File: src/rtl/display_frame_sequencer_pkg.sv
// Shared constants, state encoding and blanking rule for the LED frame sequencer.
package display_frame_sequencer_pkg;

    localparam int NUM_DIGITS        = 6;
    localparam int BITS_PER_DIGIT    = 8;
    localparam int DIGIT_SLOT_CYCLES = 1 + 2 * BITS_PER_DIGIT;
    localparam int FRAME_CYCLES      = NUM_DIGITS * DIGIT_SLOT_CYCLES + 1;

    typedef enum logic [1:0] {
        IDLE  = 2'd0,
        LOAD  = 2'd1,
        SHIFT = 2'd2,
        LATCH = 2'd3
    } seq_state_e;

    // Blink-off phase blanks masked digits; hours msd is suppressed when it reads zero.
    function automatic logic digit_blank(
        input logic [NUM_DIGITS-1:0] mask,
        input logic                  phase,
        input logic                  lz,
        input logic                  msd_zero,
        input logic [2:0]            digit
    );
        return (mask[digit] & phase) | ((digit == 3'd0) & lz & msd_zero);
    endfunction

endpackage

File: src/rtl/display_frame_sequencer_if.sv
// Request/config inputs and shift-chain control outputs of the frame sequencer.
interface display_frame_sequencer_if;
    import display_frame_sequencer_pkg::*;

    logic                  en;
    logic                  frame_req;
    logic [NUM_DIGITS-1:0] blink_mask;
    logic                  blink_phase;
    logic                  lz_blank;
    logic                  hours_msd_zero;
    logic [2:0]            bcd_select;
    logic                  sr_load;
    logic                  sr_shift;
    logic                  blank;
    logic                  ext_clk;
    logic                  ext_latch;
    logic                  busy;
    logic                  frame_done;

    modport master (
        output en, frame_req, blink_mask, blink_phase, lz_blank, hours_msd_zero,
        input  bcd_select, sr_load, sr_shift, blank, ext_clk, ext_latch, busy, frame_done
    );

    modport slave (
        input  en, frame_req, blink_mask, blink_phase, lz_blank, hours_msd_zero,
        output bcd_select, sr_load, sr_shift, blank, ext_clk, ext_latch, busy, frame_done
    );

endinterface

File: src/rtl/display_frame_sequencer_refresh_timer.sv
// Periodic refresh tick: down-counter holding cycles remaining, reloaded on tick or frame start.
module display_frame_sequencer_refresh_timer #(
    parameter int REFRESH_CYCLES = 1000
) (
    input  logic clk,
    input  logic reset_n,
    input  logic en,
    input  logic restart,
    output logic tick
);

    localparam int            CW     = (REFRESH_CYCLES > 1) ? $clog2(REFRESH_CYCLES) : 1;
    localparam logic [CW-1:0] RELOAD = CW'(REFRESH_CYCLES - 1);

    logic [CW-1:0] remain_q;
    logic [CW-1:0] remain_d;

    assign tick = en && (remain_q == '0);

    // Disabled means frozen, so a re-enable resumes from the held count.
    always_comb begin
        remain_d = remain_q;
        if (en) begin
            if (restart || tick) begin
                remain_d = RELOAD;
            end else begin
                remain_d = remain_q - CW'(1);
            end
        end
    end

    always_ff @(posedge clk) begin
        if (!reset_n) begin
            remain_q <= RELOAD;
        end else begin
            remain_q <= remain_d;
        end
    end

endmodule

File: src/rtl/display_frame_sequencer.sv
// Sequences one full refresh of the 6-digit LED shift-register chain per frame start.
//   state | meaning
//   IDLE  | waiting for refresh tick, request or pending frame
//   LOAD  | parallel-load current digit into the shift register
//   SHIFT | clock out 8 bits, ext_clk low then high per bit
//   LATCH | strobe external latch, frame complete
module display_frame_sequencer
    import display_frame_sequencer_pkg::*;
#(
    parameter int REFRESH_CYCLES = 1000
) (
    input  logic                      clk,
    input  logic                      reset_n,
    display_frame_sequencer_if.slave  bus
);

    localparam logic [2:0] LAST_DIGIT = 3'(NUM_DIGITS - 1);
    localparam logic [3:0] LAST_BIT   = 4'(BITS_PER_DIGIT - 1);

    seq_state_e state_q, state_d;
    logic [2:0] digit_q, digit_d;
    logic [3:0] bit_q,   bit_d;
    logic       phase_q, phase_d;
    logic       pending_q, pending_d;
    logic       tick;
    logic       start;
    logic       restart;

    display_frame_sequencer_refresh_timer #(
        .REFRESH_CYCLES (REFRESH_CYCLES)
    ) u_refresh_timer (
        .clk     (clk),
        .reset_n (reset_n),
        .en      (bus.en),
        .restart (restart),
        .tick    (tick)
    );

    always_comb begin
        state_d   = state_q;
        digit_d   = digit_q;
        bit_d     = bit_q;
        phase_d   = phase_q;
        pending_d = pending_q;
        restart   = 1'b0;
        start     = tick | bus.frame_req | pending_q;
        if (!bus.en) begin
            state_d   = IDLE;
            digit_d   = 3'd0;
            bit_d     = 4'd0;
            phase_d   = 1'b0;
            pending_d = 1'b0;
        end else begin
            // Any number of requests during a frame collapse into one follow-up frame.
            if ((state_q != IDLE) && (bus.frame_req || tick)) begin
                pending_d = 1'b1;
            end
            case (state_q)
                IDLE: begin
                    if (start) begin
                        state_d   = LOAD;
                        digit_d   = 3'd0;
                        pending_d = 1'b0;
                        restart   = 1'b1;
                    end
                end
                LOAD: begin
                    state_d = SHIFT;
                    bit_d   = 4'd0;
                    phase_d = 1'b0;
                end
                SHIFT: begin
                    phase_d = ~phase_q;
                    if (phase_q) begin
                        if (bit_q == LAST_BIT) begin
                            if (digit_q == LAST_DIGIT) begin
                                state_d = LATCH;
                            end else begin
                                digit_d = digit_q + 3'd1;
                                state_d = LOAD;
                            end
                        end else begin
                            bit_d = bit_q + 4'd1;
                        end
                    end
                end
                LATCH: begin
                    state_d = IDLE;
                    digit_d = 3'd0;
                end
                default: state_d = IDLE;
            endcase
        end
    end

    always_comb begin
        bus.bcd_select = 3'd0;
        bus.sr_load    = 1'b0;
        bus.sr_shift   = 1'b0;
        bus.blank      = 1'b0;
        bus.ext_clk    = 1'b0;
        bus.ext_latch  = 1'b0;
        bus.busy       = 1'b0;
        bus.frame_done = 1'b0;
        case (state_q)
            LOAD: begin
                bus.busy       = 1'b1;
                bus.sr_load    = 1'b1;
                bus.bcd_select = digit_q;
                bus.blank      = digit_blank(bus.blink_mask, bus.blink_phase,
                                             bus.lz_blank, bus.hours_msd_zero, digit_q);
            end
            SHIFT: begin
                bus.busy       = 1'b1;
                bus.bcd_select = digit_q;
                bus.ext_clk    = phase_q;
                bus.sr_shift   = phase_q;
            end
            LATCH: begin
                bus.busy       = 1'b1;
                bus.ext_latch  = 1'b1;
                bus.frame_done = 1'b1;
            end
            default: ;
        endcase
    end

    always_ff @(posedge clk) begin
        if (!reset_n) begin
            state_q   <= IDLE;
            digit_q   <= 3'd0;
            bit_q     <= 4'd0;
            phase_q   <= 1'b0;
            pending_q <= 1'b0;
        end else begin
            state_q   <= state_d;
            digit_q   <= digit_d;
            bit_q     <= bit_d;
            phase_q   <= phase_d;
            pending_q <= pending_d;
        end
    end

endmodule

File: src/flat_wrapper.sv
// flat-port wrapper written by rule: the top's interface ports become plain ports
module display_frame_sequencer_flat import display_frame_sequencer_pkg::*;
#(
    parameter int REFRESH_CYCLES = 1000
)
  (clk, reset_n, bus_en, bus_frame_req, bus_blink_mask, bus_blink_phase, bus_lz_blank, bus_hours_msd_zero, bus_bcd_select, bus_sr_load, bus_sr_shift, bus_blank, bus_ext_clk, bus_ext_latch, bus_busy, bus_frame_done);
  display_frame_sequencer_if bus_i ();
  input  logic clk;
  input  logic reset_n;
  input wire logic [$bits(bus_i.en)-1:0] bus_en;
  input wire logic [$bits(bus_i.frame_req)-1:0] bus_frame_req;
  input wire logic [$bits(bus_i.blink_mask)-1:0] bus_blink_mask;
  input wire logic [$bits(bus_i.blink_phase)-1:0] bus_blink_phase;
  input wire logic [$bits(bus_i.lz_blank)-1:0] bus_lz_blank;
  input wire logic [$bits(bus_i.hours_msd_zero)-1:0] bus_hours_msd_zero;
  output wire logic [$bits(bus_i.bcd_select)-1:0] bus_bcd_select;
  output wire logic [$bits(bus_i.sr_load)-1:0] bus_sr_load;
  output wire logic [$bits(bus_i.sr_shift)-1:0] bus_sr_shift;
  output wire logic [$bits(bus_i.blank)-1:0] bus_blank;
  output wire logic [$bits(bus_i.ext_clk)-1:0] bus_ext_clk;
  output wire logic [$bits(bus_i.ext_latch)-1:0] bus_ext_latch;
  output wire logic [$bits(bus_i.busy)-1:0] bus_busy;
  output wire logic [$bits(bus_i.frame_done)-1:0] bus_frame_done;
  assign bus_i.en = bus_en;
  assign bus_i.frame_req = bus_frame_req;
  assign bus_i.blink_mask = bus_blink_mask;
  assign bus_i.blink_phase = bus_blink_phase;
  assign bus_i.lz_blank = bus_lz_blank;
  assign bus_i.hours_msd_zero = bus_hours_msd_zero;
  assign bus_bcd_select = bus_i.bcd_select;
  assign bus_sr_load = bus_i.sr_load;
  assign bus_sr_shift = bus_i.sr_shift;
  assign bus_blank = bus_i.blank;
  assign bus_ext_clk = bus_i.ext_clk;
  assign bus_ext_latch = bus_i.ext_latch;
  assign bus_busy = bus_i.busy;
  assign bus_frame_done = bus_i.frame_done;
  display_frame_sequencer #(.REFRESH_CYCLES(REFRESH_CYCLES)) u_core (.clk(clk), .reset_n(reset_n), .bus(bus_i));
endmodule
File: config.mk
export PLATFORM = sky130hd
export DESIGN_NAME = display_frame_sequencer_flat
export DESIGN_NICKNAME = d
export VERILOG_FILES = /design/src/rtl/display_frame_sequencer_pkg.sv /design/src/rtl/display_frame_sequencer_if.sv /design/src/rtl/display_frame_sequencer_refresh_timer.sv /design/src/rtl/display_frame_sequencer.sv /design/src/flat_wrapper.sv
export SDC_FILE = /design/constraint.sdc
export NUM_CORES = 1
export LEC_CHECK = 0
export BUFFER_PORTS_ARGS = -buffer_cell sky130_fd_sc_hd__buf_2
export CAP_MARGIN = 25
export CORE_MARGIN = 3
export CORE_UTILIZATION = 50
export CTS_BUF_LIST = sky130_fd_sc_hd__clkbuf_4 sky130_fd_sc_hd__clkbuf_8 sky130_fd_sc_hd__clkbuf_16
export CTS_CLUSTER_SIZE = 24
export DETAILED_ROUTE_END_ITERATION = 12
export GPL_TIMING_DRIVEN = 0
export PLACE_DENSITY = 0.74
export SYNTH_ARGS = -nofsm -noshare
export SYNTH_HDL_FRONTEND = slang
export SYNTH_SLANG_ARGS = --single-unit
export TNS_END_PERCENT = 50
File: constraint.sdc
create_clock -name clk -period 5.35 [get_ports clk]
set_clock_uncertainty 0.2 [all_clocks]
set_input_delay 1.605 -clock clk [delete_from_list [all_inputs] [get_ports clk]]
set_output_delay 1.605 -clock clk [all_outputs]
set_load 0.02 [all_outputs]
==> metrics.md <==
| Metric | Value |
|---|---|
| Via count of the first global-routing pass | `1057` |
| Final-report setup violation count | `0` |
| Number of nets at the end of the flow | `204` |
| Syn_nets | `177` |
| Final critical-path setup slack | `997 ps` |
| Setup Fix Bufs, Post-CTS | `0` |
| Endpoint, Worst Hold | `u_core.bit_q[1]` |
| Cts-stage hold buffer count | `0` |
| Number of buffers on the longest clock path | `2` |
| Leading cell type in the layout, fill and taps excluded | `sky130_fd_sc_hd__buf_2` |
| First-pass GRT wire length | `4370 um` |
| HP Start | `u_core.bit_q[1]` |
| Sink Count | `21` |
| Post-synthesis sequential area ratio | `0.322` |
| Main flop type after synthesis | `sky130_fd_sc_hd__dfxtp_1` |
| Row cnt | `17` |
| Max Fclk | `0.230 GHz` |
| Cell Pwr Density | `185 nW/um2` |
| Final standard cell utilization of the core | `0.632` |
| Clk network pwr share | `0.279` |
| Startpoint Class | `input pin` |
| Post-synthesis to final-layout area growth | `13.2%` |
| DP Worst Slack | `997 ps` |
| Hold Fails Final Rpt | `0` |
| Overall track demand over capacity in global routing | `0.164` |
| Worst-path cell chain | `buf_2 > mux2_2 > o311ai_0 > a21oi_1 > buf_2` |
| Drc violations | `0` |
| I/O Buffers | `22` |
| Minimum setup slack among reg-to-reg paths | `3260 ps` |
| Yosys synthesis warning count | `0` |
| Via count | `1128` |
| Floorplan die area | `3260 um2` |
| Flop and latch count out of synthesis | `21` |
| Gr ovfl total | `0` |
| Routability Congestion | `0.765` |
| Final worst path period share | `0.814` |
| Area share of the largest cell type after synthesis | `0.322` |
| Number of antenna cells inserted | `0` |
| Leakage component of the power | `0.000612 uW` |
| Cell count of the worst hold path | `2` |
| Cell family with most CP delay | `compound AO/OA/AOI/OAI gates` |
| Width of the die | `57.1 um` |
| CP dominant cell by count | `sky130_fd_sc_hd__buf_2` |
| Number of gates given a new drive strength after cts | `0` |
| Initial Utilization | `0.558` |
| Routed via count divided by cell count | `5.45` |
| Post-Synthesis Cells | `153` |
| Post-route cell area | `1480 um2` |
| Clock root buffer master | `sky130_fd_sc_hd__clkbuf_4` |
| Int Pwr | `201 uW` |
| # IOs | `23` |
| Switching Fraction | `0.263` |
| Fraction of layout cells with a size suffix above 1 | `0.223` |
| Iteration-0 DRC count of the detailed router | `26` |
| Clock-pin slew of the registers on the worst-case setup and hold paths | `120 ps` |
| Max Slew Vio Count | `0` |
| CTS H-Tree Depth | `1` |
| Result of the run | `completed` |
| Distinct cells, synth | `40` |
| Kind of end point of the critical path | `output pin` |
| Peak supply drop | `0.170 mV` |
| Average routed wire per standard cell | `12.3 um` |
| Final setup TNS | `0 ps` |
| Initial antenna violation count | `0` |
| Slew margin rel. | `0.553` |
| Part of the total power dissipated in sequential elements | `0.590` |
| RSZ-0062 raised after global routing | `no` |
| Worst Setup Path Type | `in -> out` |
| Most used cells in the layout excluding fill and tap cells | `sky130_fd_sc_hd__buf_2 (23), sky130_fd_sc_hd__dfxtp_1 (21), sky130_fd_sc_hd__nand2_1 (17)` |
| Number of max-cap violations | `0` |
| Detailed-routing iteration count for the pre-antenna-repair pass | `4` |
| Final antenna-violating net count | `0` |
| Clock latency at the later pin of the worst-skew pair | `300 ps` |
| CP Launch Point | `bus_blink_mask[1]` |
| Routed wire length | `2540 um` |
| Cell type with the largest total area after synthesis | `sky130_fd_sc_hd__dfxtp_1` |
| Maximum cell stage delay along the critical path | `310 ps` |
| Maximum number of pins on one net before global-route repair | `13` |
| Path class of the lowest-slack min-delay path | `reg -> reg` |
| TritonCTS buffer count | `3` |
| Sum of net half-perimeters after detailed placement | `1970 um` |
| Period minus WS final | `4350 ps` |
| Height of the die | `57.1 um` |
| Worst Max-Slew Pin Slew | `669 ps` |
| Combinational group share of total power | `0.131` |
| Worst path arrival time | `2550 ps` |
| Depth of the worst register-to-register path | `6` |
| Crit-path slowest cell | `sky130_fd_sc_hd__o311ai_0` |
| Placeable core region | `2340 um2` |
| Combined buffer and inverter count along the critical path | `2` |
| Critical R2R Capture | `u_core.bit_q[2]` |
| Crit path max fanout | `1` |
| Leading post-synthesis cells by cell area | `sky130_fd_sc_hd__dfxtp_1 (32%), sky130_fd_sc_hd__ha_1 (11%), sky130_fd_sc_hd__xor2_1 (5.4%), sky130_fd_sc_hd__nand2_1 (4.9%), sky130_fd_sc_hd__a21oi_1 (3.8%)` |
| Area of placed instances | `1450 um2` |
| Count of flip-flops with a built-in enable after synthesis | `0` |
| Netlist Area Pre-Place | `1310 um2` |
| R2r startpoint | `u_core.state_q[0]` |
| CP required | `3550 ps` |
| Synth async-reset ratio | `0` |
| Switching Power | `71.8 uW` |
| Average cell area after synthesis | `8.53 um2` |
| TritonCTS clock tree | `yes` |
==> per-layer routing <==
layer	global-route usage	vias up	part of all wire
li1	-	591	-
met3	0.0339	4	0.064
met4	0.0464	0	0.011
met2	0.285	28	0.46
met5	0	-	0
met1	0.204	505	0.46
==> through the flow <==
stage,std cells,total power (uW),hold slack [ps]
floorplan,153,189,251
global placement,203,200,269
detailed placement,203,201,274
CTS,207,277,310
global route,207,288,350
finish,207,273,308
==> sequential cells by signal, summed over array words and instances (netlist names) <==
signal and flops:
u_core.pending_q 1, u_core.u_refresh_timer.remain_q 10, u_core.state_q 2, u_core.digit_q 3, u_core.phase_q 1, u_core.bit_q 4
==> cell families after synthesis <==
kind of cell,synth area share
and+or+nand+nor,0.264
AOI/OAI and AO/OA,0.153
DFF,0.322
buffers and inverters,0.0556
adders and majority gates,0.105
xor gates and xnor gates,0.0604
muxes,0.0393
==> synth_stat cells (3+ instances only) <==
library cell,count
sky130_fd_sc_hd__ha_1,11
sky130_fd_sc_hd__nand3_1,5
sky130_fd_sc_hd__clkbuf_1,3
sky130_fd_sc_hd__and2_1,5
sky130_fd_sc_hd__nand4_1,3
sky130_fd_sc_hd__o21ai_0,7
sky130_fd_sc_hd__xor2_1,8
sky130_fd_sc_hd__nor2_1,8
sky130_fd_sc_hd__a21oi_1,10
sky130_fd_sc_hd__nand2_1,17
sky130_fd_sc_hd__a31oi_1,3
sky130_fd_sc_hd__dfxtp_1,21
sky130_fd_sc_hd__mux2i_1,4
sky130_fd_sc_hd__nor3_1,3
sky130_fd_sc_hd__inv_1,11
==> worst max-delay path by stage <==
stage / depth (start not counted) / endpoint / slack [ps]
floorplan: 3 / bus_blank / 1230
global placement: 5 / bus_blank / 1020
detailed placement: 5 / bus_blank / 1000
CTS: 5 / bus_blank / 1000
global route: 5 / bus_blank / 970
finish: 5 / bus_blank / 1000
==> layout make-up <==
| class | count | area, um2 |
|---|---|---|
| repair buffers | 22 | 110 |
| clock buffers | 3 | 22.5 |
| flip-flops and latches | 21 | 420 |
| clock inverters | 1 | 5.00 |
| plain buffers | 6 | 31.3 |
| multi-input cells | 115 | 812 |
| fillers | 227 | 862 |
| well taps | 28 | 35.0 |
| inverters | 11 | 41.3 |
==> power by group through the flow <==
stage	Combinational (uW)	Sequential, uW	Clock, uW
final	35.9	161	76.3
after CTS	36.6	161	79.0
after global routing	40.7	162	86.2
after global placement	35.1	165	0
after floorplan	24.6	164	0
after detailed placement	36.2	164	0
==> worst register-to-register path, delay by kind of cell, from the launching register on <==
| family | cells | cell delay, ps |
|---|---|---|
| adder cells (fa/ha/maj) | 1 | 170 |
| flip-flops | 1 | 370 |
| buffers and inverters | 2 | 460 |
| AND/OR/NAND/NOR | 2 | 690 |
| AO/OA/AOI/OAI | 1 | 140 |
(Power assumes the default switching activity.)
